**config.mk**
```make
export PLATFORM = sky130hd
export DESIGN_NAME = seq_signed_multiplier_flat
export DESIGN_NICKNAME = d
export VERILOG_FILES = /design/src/rtl/seq_signed_multiplier_if.sv /design/src/rtl/seq_signed_multiplier.sv /design/src/flat_wrapper.sv
export SDC_FILE = /design/constraint.sdc
export NUM_CORES = 1
export LEC_CHECK = 0
export CAP_MARGIN = 30
export CORE_AREA = 2 2 93 95
export DETAILED_ROUTE_END_ITERATION = 7
export DIE_AREA = 0 0 95 97
export GPL_ROUTABILITY_DRIVEN = 0
export PLACE_DENSITY = 0.66
export SETUP_SLACK_MARGIN = 0.5
export SLEW_MARGIN = 20
export SYNTH_ARGS = -nofsm -noshare
export SYNTH_HDL_FRONTEND = slang
export SYNTH_SLANG_ARGS = --single-unit
```
**constraint.sdc**
```tcl
create_clock -name clk -period 2.6 [get_ports clk]
set_input_delay 0.52 -clock clk [delete_from_list [all_inputs] [get_ports clk]]
set_output_delay 0.52 -clock clk [all_outputs]
set_load 0.02 [all_outputs]
```
**src/rtl/seq_signed_multiplier_if.sv**
```systemverilog
// Handshake/data bundle for seq_signed_multiplier.
//   start, mode_signed, multiplicand, multiplier : requester -> multiplier
//   product, done, busy, sign                    : multiplier -> requester
interface seq_signed_multiplier_if #(
  parameter int WIDTH = 8
) ();
  logic                   start;
  logic                   mode_signed;
  logic [WIDTH-1:0]       multiplicand;
  logic [WIDTH-1:0]       multiplier;
  logic [2*WIDTH-1:0]     product;
  logic                   done;
  logic                   busy;
  logic                   sign;

  modport master (
    output start, mode_signed, multiplicand, multiplier,
    input  product, done, busy, sign
  );

  modport slave (
    input  start, mode_signed, multiplicand, multiplier,
    output product, done, busy, sign
  );
endinterface

```
**src/rtl/seq_signed_multiplier.sv**
```systemverilog
// Sequential shift-and-add multiplier, signed or unsigned operands.
// Operands are reduced to magnitudes at start, multiplied over WIDTH cycles,
// and the sign is re-applied on the final cycle.
// Ports:
//   clk  : clock, rising edge
//   rst  : asynchronous active-high reset
//   bus  : slave side of seq_signed_multiplier_if
//          (start/mode_signed/multiplicand/multiplier in,
//           product/done/busy/sign out)
module seq_signed_multiplier #(
  parameter int WIDTH = 8
) (
  input  logic                      clk,
  input  logic                      rst,
  seq_signed_multiplier_if.slave    bus
);

  localparam int CW = (WIDTH > 1) ? $clog2(WIDTH) : 1;
  localparam logic [CW-1:0] LAST_CNT = CW'(WIDTH - 1);

  typedef enum logic [1:0] {
    S_IDLE = 2'd0,
    S_RUN  = 2'd1,
    S_FIN  = 2'd2
  } state_t;

  state_t r_state;
  state_t w_next_state;

  logic [2*WIDTH-1:0] r_acc;
  logic [2*WIDTH-1:0] r_mcand;
  logic [WIDTH-1:0]   r_mplier;
  logic [CW-1:0]      r_cnt;
  logic [2*WIDTH-1:0] r_product;
  logic               r_done;
  logic               r_busy;
  logic               r_sign;

  logic               w_load;
  logic               w_step;
  logic               w_finish;
  logic               w_a_neg;
  logic               w_b_neg;
  logic [WIDTH-1:0]   w_mag_a;
  logic [WIDTH-1:0]   w_mag_b;

  // Most-negative operand negates to itself, which read as unsigned is
  // exactly 2^(WIDTH-1): the correct magnitude with no special case.
  assign w_a_neg = bus.mode_signed & bus.multiplicand[WIDTH-1];
  assign w_b_neg = bus.mode_signed & bus.multiplier[WIDTH-1];
  assign w_mag_a = w_a_neg ? (~bus.multiplicand + WIDTH'(1)) : bus.multiplicand;
  assign w_mag_b = w_b_neg ? (~bus.multiplier + WIDTH'(1)) : bus.multiplier;

  // State register
  always_ff @(posedge clk or posedge rst) begin
    if (rst) begin
      r_state <= S_IDLE;
    end else begin
      r_state <= w_next_state;
    end
  end

  // Next-state logic
  always_comb begin
    w_next_state = r_state;
    case (r_state)
      S_IDLE:  if (bus.start) w_next_state = S_RUN;
      S_RUN:   if (r_cnt == LAST_CNT) w_next_state = S_FIN;
      S_FIN:   w_next_state = S_IDLE;
      default: w_next_state = S_IDLE;
    endcase
  end

  // Output/control decode
  always_comb begin
    w_load   = 1'b0;
    w_step   = 1'b0;
    w_finish = 1'b0;
    case (r_state)
      S_IDLE:  w_load   = bus.start;
      S_RUN:   w_step   = 1'b1;
      S_FIN:   w_finish = 1'b1;
      default: ;
    endcase
  end

  // Datapath
  always_ff @(posedge clk or posedge rst) begin
    if (rst) begin
      r_acc     <= '0;
      r_mcand   <= '0;
      r_mplier  <= '0;
      r_cnt     <= '0;
      r_product <= '0;
      r_done    <= 1'b0;
      r_busy    <= 1'b0;
      r_sign    <= 1'b0;
    end else begin
      r_done <= w_finish;
      if (w_load) begin
        r_mcand  <= {{WIDTH{1'b0}}, w_mag_a};
        r_mplier <= w_mag_b;
        r_acc    <= '0;
        r_cnt    <= '0;
        r_sign   <= w_a_neg ^ w_b_neg;
        r_busy   <= 1'b1;
      end else if (w_step) begin
        if (r_mplier[0]) begin
          r_acc <= r_acc + r_mcand;
        end
        r_mcand  <= r_mcand << 1;
        r_mplier <= r_mplier >> 1;
        r_cnt    <= r_cnt + CW'(1);
      end else if (w_finish) begin
        r_product <= r_sign ? (~r_acc + (2*WIDTH)'(1)) : r_acc;
        r_busy    <= 1'b0;
      end
    end
  end

  assign bus.product = r_product;
  assign bus.done    = r_done;
  assign bus.busy    = r_busy;
  assign bus.sign    = r_sign;

endmodule

```
**src/flat_wrapper.sv**
```systemverilog
// flat-port wrapper written by rule: the top's interface ports become plain ports
module seq_signed_multiplier_flat 
#(
  parameter int WIDTH = 8
)
  (clk, rst, bus_start, bus_mode_signed, bus_multiplicand, bus_multiplier, bus_product, bus_done, bus_busy, bus_sign);
  seq_signed_multiplier_if #(.WIDTH(WIDTH)) bus_i ();
  input  logic clk;
  input  logic rst;
  input wire logic [$bits(bus_i.start)-1:0] bus_start;
  input wire logic [$bits(bus_i.mode_signed)-1:0] bus_mode_signed;
  input wire logic [$bits(bus_i.multiplicand)-1:0] bus_multiplicand;
  input wire logic [$bits(bus_i.multiplier)-1:0] bus_multiplier;
  output wire logic [$bits(bus_i.product)-1:0] bus_product;
  output wire logic [$bits(bus_i.done)-1:0] bus_done;
  output wire logic [$bits(bus_i.busy)-1:0] bus_busy;
  output wire logic [$bits(bus_i.sign)-1:0] bus_sign;
  assign bus_i.start = bus_start;
  assign bus_i.mode_signed = bus_mode_signed;
  assign bus_i.multiplicand = bus_multiplicand;
  assign bus_i.multiplier = bus_multiplier;
  assign bus_product = bus_i.product;
  assign bus_done = bus_i.done;
  assign bus_busy = bus_i.busy;
  assign bus_sign = bus_i.sign;
  seq_signed_multiplier #(.WIDTH(WIDTH)) u_core (.clk(clk), .rst(rst), .bus(bus_i));
endmodule
```
Word-level counts from Yosys, hierarchy flattened
Index checks and enable logic that the tools add are counted.

Register bits: 64. Bits in latches: 0. Memory bits (writable): 0. Memory bits (read-only): 0. Bits of input ports: 20. Output and inout port bits: 19. Logic and storage cells: 57. Memories kept: 0.

Add/sub/neg operators: 5. $mul: 0. Divide/modulo/power cells: 0. $lt $le $gt $ge: 0. Equal/unequal tests: 6. Shift-type cells: 0. Muxes and demuxes: 21. Bitwise operators: 8. Reduce and logical (&&, ||, !) cells: 8.

Operator list (count): $mux W16 (6); $mux W8 (4); $add A16 B1 Y16 const B (1); $add A16 B16 Y16 (1); $add A8 B1 Y8 const B (2); $not A16 Y16 (1); $not A8 Y8 (2); $mux W1 (6); $mux W3 (2); $reduce_and A2 Y1 (3); $reduce_bool A2 Y1 (3); $mux W2 (2); $ne A2 B1 Y1 const B (2); $pmux W2 S2 (1); $add A3 B1 Y3 const B (1); $eq A3 B3 Y1 const B (1); $reduce_and A3 Y1 (1); $and A1 B1 Y1 (2); $eq A2 B1 Y1 const B (1); $eq A2 B2 Y1 const B (1); $logic_not A2 Y1 (1); $ne A2 B2 Y1 const B (1); $not A1 Y1 (2); $xor A1 B1 Y1 (1).

Logic depth before layout (Yosys ltp)
Word-level depth: 5. Mapped depth: 7. Mapped depth without buffers: 7.

Worst setup path after synthesis
Ideal clock, no wire load.

Path kind: reg-to-reg. From: register u_core.r_acc[0]. To: register u_core.r_acc[10]. Setup time: 0.122 ns. Data arrival time: 1.959 ns. Data required time: 2.478 ns. Path slack: 0.520 ns. Cell stages (with the launch flop): 8. Path buffers: 0. Clock period less this slack: 2.080 ns. Cells stage by stage: dfrtp_1 > ha_1 > fa_1 > a21o_1 > nand4_1 > a211oi_1 > or3_1 > a32o_1.

Longest elaborated chain between the ends: 4.

Ends and longest elaborated chain: start, declared (RTL line seq_signed_multiplier.sv:30) `logic [2*WIDTH-1:0] r_acc;`; start signal, assigned (RTL line seq_signed_multiplier.sv:109) `r_acc <= r_acc + r_mcand;`; $add A16 B16 Y16 (RTL line seq_signed_multiplier.sv:109); $mux W16 (RTL line seq_signed_multiplier.sv:108) `if (r_mplier[0]) begin`; $mux W16 (RTL line seq_signed_multiplier.sv:107) `end else if (w_step) begin`; $mux W16 (RTL line seq_signed_multiplier.sv:100) `if (w_load) begin`.

No other way between the ends. The select of a mux whose other input is x is not followed. A chain may end at the register's enable or synchronous reset.

Worst setup path after layout
From: register u_core.r_mcand[0]. To: register u_core.r_acc[14].

Longest elaborated chain between the ends: 4.

Ends and longest elaborated chain: start, declared (RTL line seq_signed_multiplier.sv:31) `logic [2*WIDTH-1:0] r_mcand;`; start signal, assigned (RTL line seq_signed_multiplier.sv:101) `r_mcand <= {{WIDTH{1'b0}}, w_mag_a};`; start signal, assigned (RTL line seq_signed_multiplier.sv:111) `r_mcand <= r_mcand << 1;`; $add A16 B16 Y16 (RTL line seq_signed_multiplier.sv:109); $mux W16 (RTL line seq_signed_multiplier.sv:108); $mux W16 (RTL line seq_signed_multiplier.sv:107); $mux W16 (RTL line seq_signed_multiplier.sv:100).

No other way between the ends. The select of a mux whose other input is x is not followed.

==> run summary <==
Status: completed
R2r setup slk: 490 ps
Core area: 8134 um^2
Die Ht: 97 um
Post-DP HPWL: 6.143 mm
Async SR Flop Fraction: 1.000
Syn_area_per_cell: 9.308 um^2
Cell area after synthesis: 3732 um^2
Logic pwr share: 0.497
Gr usage total: 0.1951
CP required: 2840 ps
Setup TNS: 0 ps
First-pass GRT wire length: 14.20 mm
Worst-path clk slew: 70 ps
Syn Inst Count: 401
Clk pwr share: 0.176
Sw Ratio: 0.4108
WS Path Type: reg -> reg
Reg-to-Reg Start: u_core.r_mcand[0]$_DFFE_PP0P_
Least-Margin Pin Slew: 722.5 ps
Die area: 9215 um^2
VDD IR max: 439.7 uV
Layout cells sized above 1: 0.1121
# nets final: 491
Seq/Total Area, Yosys: 0.4291
Die width: 95 um
Final hold slack: 477.3 ps
Pin count of the biggest net entering global routing: 65
I/O pins: 39
Vias/cell: 5.607
Max Clock Skew: 9.813 ps
Max cap viols: 0
Net load switching power: 2231 uW
Yosys warnings: 0
Arrival time worst endpoint: 2360 ps
Max Root-Sink Buffers: 2
Via count: 3,140
Power share of the sequential group: 0.327
Hold_sp: u_core.bus.product[9]$_DFFE_PP0P_
WHS Endpoint: u_core.bus.product[9]$_DFFE_PP0P_
Worst r2r dst: u_core.r_acc[14]$_DFFE_PP0P_
Rel. slew slack: 0.5151
Vias in the first global route: 3,073
Layout area overhead: 23.97%
Final setup vio count: 0
EDFF count, synth: 0
Final WL: 8.385 mm
Hold Path Depth: 2
CTS root buffer: clkbuf_8
CP max FO: 4
Fmax: 472.8 MHz
R2R cell count: 8
LEAKAGE: 0.002020 uW
Min-Delay Path Class: reg -> reg
Final ANT Viol Nets: 0
Post-synth net total: 442
Initial antenna violation count: 0
Skew-Pair Late Insertion Delay: 340 ps
Clock Sinks: 64
Pwr dens: 1174 nW/um^2
Grt ovf: 0
Post-synth cell types: 52
Iter 0 DRT Violations: 106
Minimum clock period: 2115 ps
Initial core utilization: 0.4589
Total CTS buffers: 9
DRC violations left: 0
Synthesized flop and latch total: 64
Avg WL per Cell: 14.97 um
CTS tree: built
Setup crit end kind: register
Row count: 33
Unrepaired setup endpoints after global routing: yes
First-pass iteration count of the detailed router: 4
H-tree depth: 3
Internal power: 3199 uW
Buffers added on ports: 38
Slew Limit Fails: 0
Tcrit/Tclk final: 0.8134
Antenna cells: 0
CP startpoint kind: register
Ys flop type: dfrtp_1
Final hold viol count: 0
## power groups by stage
stage / registers (uW) / clock network, uW / logic [uW]
5_1_grt: 1840 / 1020 / 3020
3_5_place_dp: 1780 / 0 / 2540
6_report: 1780 / 953 / 2700
4_1_cts: 1760 / 975 / 2610
3_3_place_gp: 1770 / 0 / 2470
2_1_floorplan: 1800 / 0 / 1720
## cell usage in the layout (no fill, tap or decap), types with 7 or more instances in the layout
cell,netlist,layout
a22o_1,13,13
nor2_1,21,21
inv_1,13,12
clkbuf_8,0,10
ha_1,20,15
nand2_1,52,52
clkdlybuf4s50_1,0,38
xnor2_1,9,9
a22oi_1,8,8
a21oi_1,20,19
o21ai_0,43,43
xor2_1,24,24
dfrtp_1,64,63
buf_4,0,17
a31oi_1,7,7
## cell usage after synthesis, drive strengths merged (8+ instances only)
master   n  area [um^2]
nor2    21        78.83
nand2   52        195.2
inv     13        48.80
clkbuf  17        63.81
a21oi   20        100.1
a22oi    8        60.06
xor2    24        210.2
ha      20        250.2
o21ai   47        239.0
xnor2    9        78.83
a22o    14        123.9
dfrtp   64         1602
## layout make-up
class	count	area, um^2
clock buffers	10	137.6
inverters	14	56.30
multi-input cells	305	2088
flip-flops and latches	64	1603
clock inverters	6	82.58
fillers	743	3507
well taps	105	131.4
repair buffers	56	528.0
## worst max-delay path, cell delays in order, from the launching register on
cell	delay (ps)
dfrtp_1	420
ha_2	200
fa_2	340
a21o_1	180
nand4_1	160
buf_4	160
a211oi_2	70
o31a_1	250
o31ai_2	230
## state kept, by name, indices dropped and copies added (netlist names)
| name | count |
|---|---|
| u_core.bus.product | 16 |
| u_core.r_cnt | 3 |
| u_core.r_mcand | 16 |
| u_core.bus.busy | 1 |
| u_core.r_state | 2 |
| u_core.bus.sign | 1 |
| u_core.r_acc | 16 |
| u_core.bus.done | 1 |
| u_core.r_mplier | 8 |
## metal layers
metal / up-vias / share of wire / global-route usage
li1: 1568 / - / -
met1: 1492 / 0.44 / 0.2454
met2: 64 / 0.50 / 0.3197
met3: 16 / 0.039 / 0.04439
met4: 0 / 0.022 / 0.08138
met5: - / 0 / 0
## timing repair
| action | 4_1_cts | 5_1_grt |
|---|---|---|
| setup buffers | 3 | 2 |
| gates resized for setup | 9 | 11 |
| pin swaps | 2 | 3 |
| setup endpoints to repair | 7 | 9 |
| hold buffers | 0 | 0 |
| gates cloned | 0 | 0 |
## worst max path at each step
stage	start	to	slack (ps)	cells after the start
after floorplan	u_core.r_acc[0]$_DFFE_PP0P_	u_core.r_acc[10]$_DFFE_PP0P_	520	7
after global placement	bus_start	u_core.r_acc[15]$_DFFE_PP0P_	160	6
after detailed placement	u_core.r_acc[1]$_DFFE_PP0P_	u_core.r_acc[11]$_DFFE_PP0P_	220	6
after CTS	u_core.r_mcand[0]$_DFFE_PP0P_	u_core.r_acc[10]$_DFFE_PP0P_	510	7
after global routing	u_core.r_mcand[0]$_DFFE_PP0P_	u_core.r_acc[14]$_DFFE_PP0P_	430	8
final	u_core.r_mcand[0]$_DFFE_PP0P_	u_core.r_acc[14]$_DFFE_PP0P_	490	8
## metrics by stage
stage	worst slack, ps	total power [uW]	cells	util	cell area (um^2)
6_report	485.1	5430	560	0.5688	4627
3_5_place_dp	218.9	4326	539	0.5273	4289
5_1_grt	433.4	5886	560	0.5688	4627
2_1_floorplan	519.7	3520	401	-	3736
3_3_place_gp	156.6	4239	538	0.5264	4282
4_1_cts	506.6	5352	558	0.5613	4566
## kinds of logic after synthesis
logic type / after synthesis / share of synthesized area
xor+xnor: 33 / 0.07744
mux: 1 / 0.002682
simple gates: 106 / 0.1277
buf+inv: 32 / 0.03252
compound gates: 144 / 0.2581
flops: 64 / 0.4291
fa+ha+maj: 21 / 0.07241
No activity file was read; power rests on OpenSTA's default activity.
